`src/rtl/perf_counter_ctrl_if.sv`:
```
// Host register bus for perf_counter_ctrl: a request is held until the one-cycle
// resp pulse, and rdata is valid while resp is high.
interface perf_counter_ctrl_if;
    logic        req_read;
    logic        req_write;
    logic [3:0]  addr;
    logic [15:0] wdata;
    logic [15:0] rdata;
    logic        resp;

    modport master (
        output req_read, req_write, addr, wdata,
        input  rdata, resp
    );

    modport slave (
        input  req_read, req_write, addr, wdata,
        output rdata, resp
    );
endinterface

```
`src/rtl/perf_counter_ctrl.sv`:
```
// Performance counter block: up to four thresholded event counters behind a small host register bus.
// Optional overflow interrupt is enabled by defining PERF_OVF_IRQ_EN.
module perf_counter_ctrl #(
    parameter int NUM_SLOTS  = 4,
    parameter int NUM_EVENTS = 8
) (
    input  logic                  clk,
    input  logic                  reset,
    input  logic [NUM_EVENTS-1:0] event_in,
    perf_counter_ctrl_if.slave    bus,
    output logic                  irq
);

    typedef enum logic {S_IDLE, S_RESP} state_t;

    state_t      state_reg, state_next;
    logic        resp_int;
    logic        do_read, do_write;
    logic        wr_global, wr_status, clear_all;
    logic        freeze_reg;
    logic [3:0]  status_reg, status_next;
    logic [3:0]  ovf_vec;
    logic [15:0] rdata_reg, read_mux;
    logic [7:0]  ev_pad;

    logic [15:0] count_w [4];
    logic [15:0] cfg_w   [4];
    logic        ovf_w   [4];

    // Upper write-data bits have no storage behind them.
    logic unused_wdata;
    assign unused_wdata = ^bus.wdata[15:9];

    // ---------------- host FSM ----------------
    always_ff @(posedge clk) begin
        if (reset) state_reg <= S_IDLE;
        else       state_reg <= state_next;
    end

    always_comb begin
        state_next = state_reg;
        case (state_reg)
            S_IDLE: if (bus.req_read || bus.req_write) state_next = S_RESP;
            S_RESP: state_next = S_IDLE;
            default: state_next = S_IDLE;
        endcase
    end

    // Reads win over writes; requests are only accepted in IDLE.
    always_comb begin
        resp_int = (state_reg == S_RESP);
        do_read  = (state_reg == S_IDLE) && bus.req_read;
        do_write = (state_reg == S_IDLE) && bus.req_write && !bus.req_read;
    end

    // A reset arriving in RESP kills the pulse immediately, not just on the next cycle.
    assign bus.resp  = resp_int && !reset;
    assign bus.rdata = rdata_reg;

    assign wr_global = do_write && (bus.addr == 4'd8);
    assign wr_status = do_write && (bus.addr == 4'd9);
    assign clear_all = wr_global && bus.wdata[1];

    always_comb begin
        ev_pad = '0;
        for (int i = 0; i < NUM_EVENTS; i++) ev_pad[i] = event_in[i];
    end

    // ---------------- counter slots ----------------
    generate
        for (genvar gi = 0; gi < 4; gi++) begin : g_slot
            if (gi < NUM_SLOTS) begin : g_live
                logic [15:0] count_reg;
                logic [3:0]  run_reg;
                logic        fired_reg;
                logic [8:0]  cfg_reg;
                logic        sel_event, slot_clear, active, at_thresh, hit;

                assign sel_event  = ev_pad[cfg_reg[2:0]];
                assign slot_clear = clear_all || (do_write && (bus.addr == 4'(gi)));
                assign active     = cfg_reg[8] && !freeze_reg;
                assign at_thresh  = (run_reg == cfg_reg[6:3]);
                assign hit        = active && sel_event && at_thresh && (!fired_reg || cfg_reg[7]);

                always_ff @(posedge clk) begin
                    if (reset)
                        cfg_reg <= '0;
                    else if (do_write && (bus.addr == 4'(gi + 4)))
                        cfg_reg <= bus.wdata[8:0];
                end

                // Host clear outranks any increment landing on the same edge.
                always_ff @(posedge clk) begin
                    if (reset || slot_clear) begin
                        count_reg <= '0;
                        run_reg   <= '0;
                        fired_reg <= 1'b0;
                    end else if (active) begin
                        if (!sel_event) begin
                            run_reg   <= '0;
                            fired_reg <= 1'b0;
                        end else if (!at_thresh) begin
                            run_reg <= run_reg + 4'd1;
                        end else if (hit) begin
                            fired_reg <= 1'b1;
                            if (count_reg != 16'hFFFF) count_reg <= count_reg + 16'd1;
                        end
                    end
                end

                assign count_w[gi] = count_reg;
                assign cfg_w[gi]   = {7'b0, cfg_reg};
                assign ovf_w[gi]   = hit && !slot_clear && (count_reg == 16'hFFFF);
            end else begin : g_absent
                assign count_w[gi] = '0;
                assign cfg_w[gi]   = '0;
                assign ovf_w[gi]   = 1'b0;
            end
        end
    endgenerate

    // ---------------- global / status ----------------
    always_ff @(posedge clk) begin
        if (reset)          freeze_reg <= 1'b0;
        else if (wr_global) freeze_reg <= bus.wdata[0];
    end

    always_comb begin
        ovf_vec = '0;
        for (int i = 0; i < 4; i++) ovf_vec[i] = ovf_w[i];
    end

    // New overflow is OR'd in after the clear so it survives a same-cycle W1C.
    always_comb begin
        status_next = status_reg;
        if (wr_status) status_next = status_reg & ~bus.wdata[3:0];
        status_next = status_next | ovf_vec;
    end

    always_ff @(posedge clk) begin
        if (reset) status_reg <= '0;
        else       status_reg <= status_next;
    end

    // ---------------- read path ----------------
    always_comb begin
        read_mux = '0;
        case (bus.addr)
            4'd0, 4'd1, 4'd2, 4'd3: read_mux = count_w[bus.addr[1:0]];
            4'd4, 4'd5, 4'd6, 4'd7: read_mux = cfg_w[bus.addr[1:0]];
            4'd8:                   read_mux = {15'b0, freeze_reg};
            4'd9:                   read_mux = {12'b0, status_reg};
            default:                read_mux = '0;
        endcase
    end

    // Captured from pre-edge state, so a read never sees a same-cycle increment.
    always_ff @(posedge clk) begin
        if (reset)         rdata_reg <= '0;
        else if (do_read)  rdata_reg <= read_mux;
        else if (do_write) rdata_reg <= '0;
    end

`ifdef PERF_OVF_IRQ_EN
    logic irq_reg;
    always_ff @(posedge clk) begin
        if (reset) irq_reg <= 1'b0;
        else       irq_reg <= |status_reg;
    end
    assign irq = irq_reg;
`else
    assign irq = 1'b0;
`endif

endmodule
```
`src/flat_wrapper.sv`:
```
// flat-port wrapper written by rule: the top's interface ports become plain ports
module perf_counter_ctrl_flat 
#(
    parameter int NUM_SLOTS  = 4,
    parameter int NUM_EVENTS = 8
)
  (clk, reset, event_in, irq, bus_req_read, bus_req_write, bus_addr, bus_wdata, bus_rdata, bus_resp);
  perf_counter_ctrl_if bus_i ();
  input  logic clk;
  input  logic reset;
  input  logic [NUM_EVENTS-1:0] event_in;
  output logic irq;
  input wire logic [$bits(bus_i.req_read)-1:0] bus_req_read;
  input wire logic [$bits(bus_i.req_write)-1:0] bus_req_write;
  input wire logic [$bits(bus_i.addr)-1:0] bus_addr;
  input wire logic [$bits(bus_i.wdata)-1:0] bus_wdata;
  output wire logic [$bits(bus_i.rdata)-1:0] bus_rdata;
  output wire logic [$bits(bus_i.resp)-1:0] bus_resp;
  assign bus_i.req_read = bus_req_read;
  assign bus_i.req_write = bus_req_write;
  assign bus_i.addr = bus_addr;
  assign bus_i.wdata = bus_wdata;
  assign bus_rdata = bus_i.rdata;
  assign bus_resp = bus_i.resp;
  perf_counter_ctrl #(.NUM_SLOTS(NUM_SLOTS), .NUM_EVENTS(NUM_EVENTS)) u_core (.clk(clk), .reset(reset), .event_in(event_in), .bus(bus_i), .irq(irq));
endmodule
```
`config.mk`:
```
export PLATFORM = sky130hd
export DESIGN_NAME = perf_counter_ctrl_flat
export DESIGN_NICKNAME = d
export VERILOG_FILES = /design/src/rtl/perf_counter_ctrl_if.sv /design/src/rtl/perf_counter_ctrl.sv /design/src/flat_wrapper.sv
export SDC_FILE = /design/constraint.sdc
export NUM_CORES = 1
export LEC_CHECK = 0
export CORE_ASPECT_RATIO = 0.6
export CORE_MARGIN = 2
export CORE_UTILIZATION = 54
export CTS_CLUSTER_DIAMETER = 150
export DETAILED_ROUTE_END_ITERATION = 8
export GPL_TIMING_DRIVEN = 1
export PLACE_DENSITY = 0.77
export SYNTH_ARGS = -nofsm -noshare
export SYNTH_HDL_FRONTEND = slang
export SYNTH_SLANG_ARGS = --single-unit
```
`constraint.sdc`:
```
create_clock -name clk -period 2.02 [get_ports clk]
set_input_delay 0.404 -clock clk [delete_from_list [all_inputs] [get_ports clk]]
set_output_delay 0.404 -clock clk [all_outputs]
set_load 0.1 [all_outputs]
```
==> results.md <==
## Floorplanning
• 14940 sq um — die area
• 50 — Boundary Pins
• 13630 sq um — core footprint
• 156.5 microns — Die Span X
• 33 — placement row count
• 55.28% — initial standard-cell utilization of the core
• 95.49 microns — die boundary height

## Synthesis
• 7532 sq um — netlist area before placement
• 0 — number of enable-type register cells in the synthesized netlist
• 0 — yosys warns
• sky130_fd_sc_hd__dfxtp_1 38%, sky130_fd_sc_hd__mux4_2 9.0%, sky130_fd_sc_hd__a21oi_1 6.2%, sky130_fd_sc_hd__nand3_1 4.3%, sky130_fd_sc_hd__nand2_1 3.7% — cell types with the largest area share after synthesis
• 53 — post-synthesis cell type count
• sky130_fd_sc_hd__dfxtp_1 — cell type contributing the most total cell area after synthesis
• 894 — Synth Net Count
• sky130_fd_sc_hd__dfxtp_1 — flip-flop cell with the highest count after synthesis
• 8.820 sq um — mean post-synth cell area
• 37.74% — proportion of synthesized chip area in sequential cells
• 37.74% — top-area cell type share of the netlist area
• 0% — Async SR Flop Fraction
• 142 — flop and latch count out of synthesis
• 854 — cell count after synthesis

## Timing
• 0.6026 ns — slew at the pin closest to its max-slew limit
• 0 — number of hold violations in the final report
• true — RSZ-0062 raised after global routing
• 0.4296 ns — final worst hold slack
• 2.235 ns — final critical path time including I/O delays and setup
• 59.61% — Rel. slew slack
• 447.3 MHz — Max Fclk
• 110.7% — fin crit share
• 0.01271 ns — clk_skew
• 0 — number of pins exceeding their max-slew limit in the final report
• 15 — final setup fails
• -0.2154 ns — setup slack after layout

## Power and ir drop
• 643.2 nW/um^2 — total power density per cell area
• 0.0003603 V — IR Drop Worst-Case VDD
• 3.854 nW — leakage power figure
• 6.579 mW — sum of internal, switching and leakage power

## Critical path
• 6 — worst reg-to-reg path cell count
• sky130_fd_sc_hd__or4b_4 — Crit-path slowest cell
• 2.59 ns — Worst Path Arrival
• register — nature of the critical path startpoint
• register — CP endpoint kind
• register to register — path type of the worst setup path
• xnor2_2 > nand4_1 > buf_4 > or4b_4 > or4_4 > a21oi_2 — cells traversed along the worst timing path
• u_core.g_slot[3].g_live.cfg_reg[3] — launch instance of the worst register-to-register path
• 2.38 ns — endpoint required time on the critical path
• u_core.g_slot[3].g_live.count_reg[15] — r2r endpoint
• 0.60 ns — delay of the slowest cell on the worst path
• u_core.g_slot[3].g_live.cfg_reg[3] — Worst setup startpoint
• 6 — Max FO, Critical Path
• -0.22 ns — slack of the worst reg-to-reg path

## Hold path
• 2 — Hold Path Cell Cnt
• reset — launch instance of the worst min-delay path
• input pin to register — Hold WC Path Type
• u_core.bus.rdata[8] — worst-case hold path end point

## Routing
• 7978 — via count
• 5 — number of search-and-repair iterations in the first detailed-routing pass
• 10750 microns — amount of wire on met2 after detailed routing
• 0 — Post-DRT Antenna Nets
• 21.19 microns — average routed wire per standard cell
• 10690 microns — Met1 Wirelength
• 4197 microns — WL met3
• 1228 — starting DRC count in detailed routing
• met4 — Highest Signal Layer
• 0 — DRC violation count after routing
• 6.513 — post-detailed-route via-to-cell ratio
• 25960 microns — wire length reported by the detailed router

## Run
• 0 — Max-cap violations

## Finish
• 2869 sq um — sequential standard cell area
• 938 — number of fillers in the final layout
• 35.81% — Area growth, synth to finish
• 64 — flip-flop count of the largest register, all copies and words added
• 31.17% — share of post-route cells with drive strength above 1
• 1076 — final net count
• 4696 sq um — area used by multi-input combinational logic

## Clock tree
• sky130_fd_sc_hd__clkbuf_16 — Root Buffer Master
• 0.06 ns — clock-pin slew on the worst setup and hold paths
• 2 — buffer depth of the longest clock path
• 142 — clock sink count
• yes — TritonCTS clock tree
• 0 — cts hold-fix bufs
• 0.43 ns — insertion delay of the later-clocked pin in the worst-skew pair
• 17 — Num CTS Buffers
• 4 — number of levels the H-tree was split into

## Outcome
• negative setup slack — failing checks
• finished with violations — run status

## GRT
• 35.25% — global-route usage over all layers
• 0 — initial antenna violation count
• 7207 — number of global-route vias before repair
• 39690 microns — wire length of the first global-routing pass
• 0 — total grt overflow
• 27 — maximum number of pins on one net before global-route repair

## Placement
• 41 — number of buffers added on ports
• 17850 microns — post-detailed-placement half-perimeter wirelength
• -0.7166 ns — pre-CTS setup slack
• 0.9761 — weighted congestion reported at the end of routability-driven placement

## stage by stage
| step | util, % | setup TNS, ns | instances | instance area, sq um |
|---|---|---|---|---|
| 5_1_grt | 75.06 | -2.492 | 1224 | 10230 |
| 4_1_cts | 73.43 | -1.282 | 1214 | 10010 |
| 2_1_floorplan | - | -0.1302 | 854 | 7562 |
| 3_5_place_dp | 67.17 | -46.77 | 1169 | 9153 |
| 6_report | 75.08 | -1.745 | 1225 | 10230 |
| 3_3_place_gp | 67.17 | -42.31 | 1169 | 9153 |
## how the worst max path moves through the flow
| stage | to | slack [ns] | cells after the start |
|---|---|---|---|
| after CTS | u_core.g_slot[3].g_live.count_reg[15] | -0.20 | 5 |
| after floorplan | u_core.g_slot[3].g_live.count_reg[13] | -0.07 | 6 |
| after global routing | u_core.g_slot[3].g_live.count_reg[13] | -0.24 | 6 |
| after global placement | u_core.g_slot[3].g_live.count_reg[5] | -0.64 | 7 |
| after detailed placement | u_core.g_slot[3].g_live.count_reg[5] | -0.72 | 7 |
| final | u_core.g_slot[3].g_live.count_reg[15] | -0.22 | 6 |
## layer usage
metal  track usage [%]  vias to the layer above
li1                  -                     3620
met2             50.40                      522
met4             7.416                        0
met1             49.77                     3790
met5                 0                        -
met3             14.64                       46
## area by class of cell
cell class | count | share of cell area [%]
Inverter | 14 | 0.5137
Clock buffer | 19 | 4.232
Timing Repair Buffer | 211 | 17.53
Sequential cell | 142 | 28.05
Multi-Input combinational cell | 650 | 45.90
Antenna cell | 1 | 0.02446
Tap cell | 175 | 2.140
Clock inverter | 13 | 1.614
## layout by cell type, fill, tap and decap left out, drive strengths merged, types with 5 or more instances in the layout
| cell | n |
|---|---|
| and4 | 7 |
| clkbuf | 19 |
| mux2 | 9 |
| dlygate4sd2 | 6 |
| nand2b | 5 |
| a21o | 5 |
| a22oi | 13 |
| o21ai | 40 |
| nand4 | 18 |
| ha | 8 |
| buf | 189 |
| o31ai | 24 |
| or3 | 25 |
| mux4 | 32 |
| mux2i | 19 |
| xnor2 | 15 |
| o211ai | 11 |
| and3 | 18 |
| dfxtp | 142 |
| nor3 | 5 |
| nor2 | 63 |
| nand3 | 64 |
| nand2 | 74 |
| a21oi | 94 |
| and2 | 7 |
| clkdlybuf4s50 | 13 |
| inv | 16 |
| or4 | 33 |
| xor2 | 11 |
| nor2b | 8 |
## cells in the mapped netlist, drive strengths merged, types with 7 or more instances
master and instances:
and3 18, ha 8, mux2 9, clkbuf 35
o21ai 40, dfxtp 142, xor2 11, or4 33
mux4 32, a21oi 94, and4 7, o211ai 11
inv 14, nand3 64, buf 15, a22oi 13
nand4 18, nor2 63, xnor2 15, mux2i 19
nor2b 8, o31ai 24, or3 25, and2 7
nand2 74
## worst max-delay path, delay by kind of cell (launching register included)
kind	cells	cell delay [ns]
xor gates and xnor gates	1	0.19
and+or+nand+nor	3	1.32
AOI/OAI and AO/OA	1	0.12
DFF	1	0.34
buffers and inverters	1	0.19
## cell families after synthesis
| logic type | Yosys count | share of synthesized area (%) |
|---|---|---|
| simple gates | 340 | 23.75 |
| fa+ha+maj | 8 | 1.329 |
| other cells | 1 | 0.04979 |
| buf+inv | 64 | 3.472 |
| mux | 60 | 13.59 |
| flops | 142 | 37.74 |
| compound gates | 213 | 17.04 |
| xor+xnor | 26 | 3.023 |
## power by group
group | internal, mW | switching (mW) | total (mW)
combinational | 0.228 | 0.299 | 0.527
sequential | 2.80 | 0.00781 | 2.81
clock | 1.95 | 1.29 | 3.24
## timing repair
action	4_1_cts	5_1_grt
gates resized for setup	43	47
endpoints found under the hold margin	0	0
gates cloned	5	0
buffers inserted	8	10
pin swaps	22	17
setup endpoints to repair	47	80
Power figures use the tool's default switching activity.
